`src/rtl/alu_issue_stage.sv`:
```
`default_nettype none
// ============================================================================
// Module   : alu_issue_stage
// Purpose  : Operand issue / writeback stage around a combinational ALU,
//            owning the 32x32 register file with full EX/WB forwarding.
// Revision : 1.0 - initial release
// ============================================================================
module alu_issue_stage #(
    parameter int NREG = 32,
    parameter int DW   = 32
) (
    input  logic          clk,
    input  logic          reset_n,
    input  logic          in_valid,
    output logic          in_ready,
    input  logic          hold,
    input  logic [4:0]    in_rs,
    input  logic [4:0]    in_rt,
    input  logic [4:0]    in_rd,
    input  logic [DW-1:0] in_imm,
    input  logic          in_use_imm,
    input  logic [2:0]    in_op,
    output logic [DW-1:0] A,
    output logic [DW-1:0] B,
    output logic [2:0]    ALUOp,
    input  logic [DW-1:0] C,
    output logic          wb_valid,
    output logic [4:0]    wb_rd,
    output logic [DW-1:0] wb_data,
    input  logic [4:0]    dbg_addr,
    output logic [DW-1:0] dbg_data
);

    localparam logic [4:0] c_REG0 = 5'd0;

    logic [DW-1:0] r_regs [NREG];

    logic          r_ex_valid;
    logic [4:0]    r_ex_rd;
    logic [DW-1:0] r_a;
    logic [DW-1:0] r_b;
    logic [2:0]    r_op;

    logic          r_wb_valid;
    logic [4:0]    r_wb_rd;
    logic [DW-1:0] r_wb_data;

    logic          w_accept;
    logic [DW-1:0] w_rs_val;
    logic [DW-1:0] w_rt_val;
    logic [DW-1:0] w_b_next;

    // EX forwarding beats WB forwarding, which beats the (possibly stale) array.
    function automatic logic [DW-1:0] read_src(
        input logic [4:0]    s,
        input logic [DW-1:0] arr_val,
        input logic          ex_v,
        input logic [4:0]    ex_rd,
        input logic [DW-1:0] ex_res,
        input logic          wb_v,
        input logic [4:0]    wb_idx,
        input logic [DW-1:0] wb_val
    );
        logic [DW-1:0] v;
        if (s == c_REG0)
            v = '0;
        else if (ex_v && (ex_rd == s))
            v = ex_res;
        else if (wb_v && (wb_idx == s))
            v = wb_val;
        else
            v = arr_val;
        return v;
    endfunction

    assign in_ready = ~hold;
    assign w_accept = in_valid & ~hold;

    always_comb begin
        w_rs_val = read_src(in_rs, r_regs[in_rs], r_ex_valid, r_ex_rd, C,
                            r_wb_valid, r_wb_rd, r_wb_data);
        w_rt_val = read_src(in_rt, r_regs[in_rt], r_ex_valid, r_ex_rd, C,
                            r_wb_valid, r_wb_rd, r_wb_data);
        w_b_next = in_use_imm ? in_imm : w_rt_val;
    end

    always_ff @(posedge clk or negedge reset_n) begin
        if (!reset_n) begin
            r_ex_valid <= 1'b0;
            r_ex_rd    <= '0;
            r_a        <= '0;
            r_b        <= '0;
            r_op       <= '0;
            r_wb_valid <= 1'b0;
            r_wb_rd    <= '0;
            r_wb_data  <= '0;
            for (int i = 0; i < NREG; i++)
                r_regs[i] <= '0;
        end else if (!hold) begin
            if (w_accept) begin
                r_ex_valid <= 1'b1;
                r_ex_rd    <= in_rd;
                r_a        <= w_rs_val;
                r_b        <= w_b_next;
                r_op       <= in_op;
            end else begin
                r_ex_valid <= 1'b0;
            end
            r_wb_valid <= r_ex_valid;
            r_wb_rd    <= r_ex_rd;
            r_wb_data  <= C;
            if (r_wb_valid && (r_wb_rd != c_REG0))
                r_regs[r_wb_rd] <= r_wb_data;
        end
    end

    assign A        = r_a;
    assign B        = r_b;
    assign ALUOp    = r_op;
    assign wb_valid = r_wb_valid;
    assign wb_rd    = r_wb_rd;
    assign wb_data  = r_wb_data;
    assign dbg_data = (dbg_addr == c_REG0) ? '0 : r_regs[dbg_addr];

endmodule
`default_nettype wire

```
`config.mk`:
```
export PLATFORM = sky130hd
export DESIGN_NAME = alu_issue_stage
export DESIGN_NICKNAME = d
export VERILOG_FILES = /design/src/rtl/alu_issue_stage.sv
export SDC_FILE = /design/constraint.sdc
export NUM_CORES = 2
export LEC_CHECK = 0
export CAP_MARGIN = 0
export CELL_PAD_IN_SITES_DETAIL_PLACEMENT = 0
export CELL_PAD_IN_SITES_GLOBAL_PLACEMENT = 1
export CORE_ASPECT_RATIO = 1.5
export CORE_MARGIN = 2
export CORE_UTILIZATION = 45
export DETAILED_ROUTE_END_ITERATION = 6
export GPL_ROUTABILITY_DRIVEN = 0
export GPL_TIMING_DRIVEN = 0
export PLACE_DENSITY_LB_ADDON = 0.1
export RECOVER_POWER = 25
export REMOVE_ABC_BUFFERS = 1
export SKIP_LAST_GASP = 1
export SYNTH_ARGS = -nofsm -noshare
export SYNTH_HDL_FRONTEND = slang
export SYNTH_SLANG_ARGS = --single-unit
```
`constraint.sdc`:
```
create_clock -name clk -period 3.8 [get_ports clk]
set_input_delay 0.95 -clock clk [delete_from_list [all_inputs] [get_ports clk]]
set_output_delay 0.95 -clock clk [all_outputs]
set_load 0.01 [all_outputs]
```
* Word level (Yosys, flattened, before mapping)
Cells that the tools add are included.
** Word-level totals
- Flip-flop bits (word level) :: 1135
- Bits of input ports :: 92
- Output and inout bits :: 138
- Word-level logic and storage cells :: 88
** Cells by class
- Magnitude comparators :: 5
- Equal/unequal tests :: 4
- Multiplexer cells :: 21
- Bitwise logic cells :: 6
- Reductions and logical operators :: 12
** Operators with widths (count)
- $bwmux 1024 :: 1
- $bmux 32 s5 :: 3
- $mux 32 :: 15
- $demux 32 s5 :: 1
- $ge 6x6->1 const B :: 4
- $not 5->6 :: 4
- $eq 5x5->1 :: 4
- $logic_not 5->1 :: 3
- $logic_and 1x1->1 :: 6
- $lt 6x1->1 const B :: 1
- $reduce_bool 5->1 :: 1
- $reduce_and 2->1 :: 2
- $and 1x1->1 :: 1
- $mux 1 :: 1
- $not 1->1 :: 1

* Logic depth before layout (Yosys ltp)
- Word-level depth :: 8
- Depth in mapped cells :: 10
- Mapped depth without buffers :: 5

* Worst setup path after synthesis
No wires, ideal clock.
- Kind :: input to output
- From :: input dbg_addr[1]
- To :: output dbg_data[10]
- Arrival :: 2.720 ns
- Data required time :: 2.850 ns
- Setup slack :: 0.130 ns
- Cell stages on the path :: 7
- Path buffers :: 3
- Cell sequence :: clkbuf_1 -> clkbuf_1 -> buf_1 -> mux4_2 -> mux4_2 -> mux2i_1 -> nor2_1
** Between the ends
- Longest elaborated chain between the ends :: 5
- Elaborated cells between the ends (all ways) :: 6
- Classes of those cells :: 4 x mux; 1 x bitwise; 1 x reduce/logical
** Ends and longest elaborated chain
- from (decl) :: line 30 : input logic [4:0] dbg_addr,
- $not 5->6 (implied by the code) :: line 123 : assign dbg_data = (dbg_addr == c_REG0) ? '0 : r_regs[dbg_addr];
- $bmux 32 s5 :: line 123
- $mux 32 (implied by the code) (2 in a row) :: line 123
- $mux 32 (*) :: line 123
- to (decl) :: line 31 : output logic [DW-1:0] dbg_data
Mark *: on every way between the ends. The rest lies on a longest branch, timed or not. The select of a mux whose other input is x is not followed.

* Worst setup path in the final report
- From :: input dbg_addr[0]
- To :: output dbg_data[13]
Same word-level chain as after synthesis.

==> impl_metrics.toml <==
[outcome]
failed_checks = "capacitance limit, slew limit, setup timing"
status = "finished with violations"

[finish]
nets = 4971
drive_above_1_share_pct = 47.9
layout_common_cells = "dfrtp_1, mux2_2, mux4_2"
final_common_cell = "dfrtp_1"
final_core_utilization_pct = 53.0
area_delta_synth_final_pct = 17.1

[synth]
synth_edf_count = 0
synth_warnings = 0
syn_area_mm2 = 0.0686
synth-seq-cells = 1135
async_flop_share_pct = 100
netlist_instances = 4835
synth_cell_type_count = 57
ys_seq_area_share_pct = 41.4
ys.flop_type = "dfrtp_1"
avgSynthCellArea_um2 = 14.2

[route]
drcViolationCount = 0
via_per_inst = 7.02
ant_nets = 0
wl_mm = 268
vias = 49200
dr.pass1.iters = 5
drt_iter0_drc = 5865
wl_per_cell_um = 38.2

[global_routing]
grtUsageTotal_pct = 34.5
grt_max_degree = 171
grt_pass1_wl_mm = 379
grt_pass1_vias = 49300
grt.overflow.total = 0
antenna_found_initial = 8

[hold_path]
hold_depth = 0
hold_path_class = "reg -> reg"

[pwr]
pwr-share-comb_pct = 27.1
intPower_w = 0.0285
power_density_mw_per_mm2 = 513
p_total_w = 0.0412
swShare_pct = 30.9
seq_power_share_pct = 43.7
switchingPower_w = 0.0127
leakage_nw = 34.4
irDropWorstVdd_v = 0.000378
clockPowerShare_pct = 29.2

[cts]
clkLatencyLatePin_ns = 0.78
numCtsBuffers = 118
cts_root_buf = "clkbuf_16"
clock_sinks = 1135
cts_max_level = 3
cts_tree = "yes"
clk_path_buf_depth = 3
path_clk_slew_ns = 0.06

[sta]
slew_violations = 254
whs_ns = 0.427
hold_viol = 0
relSlewSlack_pct = -30.9
worst_pin_slew_ns = 1.96
period_needed_ns = 4.26
rsz0062_at_grt = "true"
setup_slack_ns = -0.457
period_share_pct = 112
fin_skew_ns = 0.0353
setup_viol = 32
fmax_mhz = 235

[critical_path]
critPathMaxFanout = 7
worstPathRequired_ns = 2.85
crit_type = "in -> out"
worstSetupEndpointType = "output port"
r2r_cells = 6
crit_arrival_ns = 3.31
start_kind = "input pin"

[die]
row_count = 175
die_area_mm2 = 0.156
die_y_um = 482
core_region_area_mm2 = 0.152
die_w_um = 323
initial_core_util_pct = 45.2
boundaryPins = 230

[placement]
portBuffers = 229
dp_slack_ns = -2.59
dp_hpwl_mm = 160

[job]
cap_violations = 2
[critical path: stages]
cell and delay [ns]:
buf_16 0.09, buf_16 0.11, buf_16 0.13, buf_16 0.14
buf_12 0.13, buf_8 0.13, buf_16 0.16, mux4_2 0.50
mux4_2 0.53, mux2i_1 0.15, nor2_1 0.08, buf_2 0.16
[flip-flops by register name, indices dropped and copies added (netlist names)]
| signal | count |
|---|---|
| r_regs | 1024 |
| A | 32 |
| B | 32 |
| wb_data | 32 |
| r_ex_rd | 5 |
| wb_rd | 5 |
| ALUOp | 3 |
| r_ex_valid | 1 |
| wb_valid | 1 |
[path summary, 6_finish.rpt]
kind	startpoint	slack, ns	endpoint
worst max-delay path	dbg_addr[0]	-0.46	dbg_data[13]
worst min-delay path	r_regs[992]$_DFFE_PN0P_	0.43	r_regs[992]$_DFFE_PN0P_
worst max register to register	wb_rd[1]$_DFFE_PN0N_	0.46	A[28]$_DFFE_PN0P_
worst min register to register	r_regs[992]$_DFFE_PN0P_	0.43	r_regs[992]$_DFFE_PN0P_
max in group asynchronous	reset_n	0.34	r_regs[809]$_DFFE_PN0P_
min in group asynchronous	reset_n	0.72	r_regs[277]$_DFFE_PN0P_
[area by class of cell]
type                            count  area, um^2
Antenna cell                        1        2.50
Tap cell                         2035        2550
Inverter                           14        55.1
Sequential cell                  1135       28400
Clock inverter                     42         394
Timing Repair Buffer              491        7270
Multi-Input combinational cell   3119       38100
Fill cell                       12700       71200
Clock buffer                      175        3510
[metal layers]
layer	wire, um	global-route usage, %	vias to the layer above	part of all wire (%)
met1	109000	48.3	26800	41
li1	-	-	19200	-
met2	124000	53.3	2667	46
met4	13200	15.1	2	4.9
met5	12	0	-	0.0045
met3	21900	5.63	580	8.2
[what timing repair did]
action | 4_1_cts | 5_1_grt
endpoints found under the setup margin | 32 | 44
hold buffers | 0 | 0
cloned | 29 | 2
pin swaps | 11 | 15
gates resized for setup | 188 | 68
buffers inserted | 74 | 33
[cells by family after synthesis]
logic type / after synthesis / share of synthesized area [%]
compound gates: 501 / 5.35
mux: 2021 / 45.0
flops: 1135 / 41.4
xor+xnor: 20 / 0.255
buf+inv: 582 / 3.83
simple gates: 576 / 4.14
[synth_stat cells (14+ instances only)]
master / number / share of area, %
a221oi_1: 23 / 0.29
nand3b_1: 25 / 0.27
o22ai_1: 55 / 0.50
a22oi_1: 53 / 0.58
mux2i_1: 178 / 2.6
mux4_2: 739 / 24
o21ai_0: 27 / 0.20
a211oi_1: 85 / 0.93
o211ai_1: 16 / 0.18
buf_2: 150 / 1.1
nor2_1: 159 / 0.87
inv_1: 14 / 0.077
nand4_1: 26 / 0.24
o31ai_1: 23 / 0.25
nand2_1: 157 / 0.86
or3_1: 14 / 0.13
nand3_1: 28 / 0.20
nor2b_1: 91 / 0.83
mux2_2: 1061 / 17
buf_4: 44 / 0.48
dfrtp_1: 1135 / 41
a21oi_1: 58 / 0.42
o2bb2ai_1: 14 / 0.18
o221ai_1: 42 / 0.54
mux2_1: 43 / 0.71
o311ai_0: 24 / 0.31
clkbuf_1: 293 / 1.6
nor4_1: 33 / 0.30
buf_1: 68 / 0.37
[stage by stage]
step / setup TNS [ns] / instance area [um^2] / std cells
after floorplan: -64.73 / 66000 / 4267
after global placement: - / 70800 / 6531
after detailed placement: -160.19 / 74400 / 6669
after CTS: -12.87 / 80100 / 6988
after global routing: -36.43 / 80300 / 7012
final: -10.36 / 80300 / 7012
[power groups by stage]
| stage | registers [W] | logic [W] | clock network, W |
|---|---|---|---|
| after global routing | 0.0184 | 0.0118 | 0.0127 |
| after floorplan | 0.0170 | 0.00729 | 0 |
| final | 0.0180 | 0.0112 | 0.0120 |
| after global placement | 0.0180 | 0.0113 | 0 |
| after detailed placement | 0.0180 | 0.0108 | 0 |
| after CTS | 0.0178 | 0.0111 | 0.0122 |
Power figures use the tool's default switching activity.
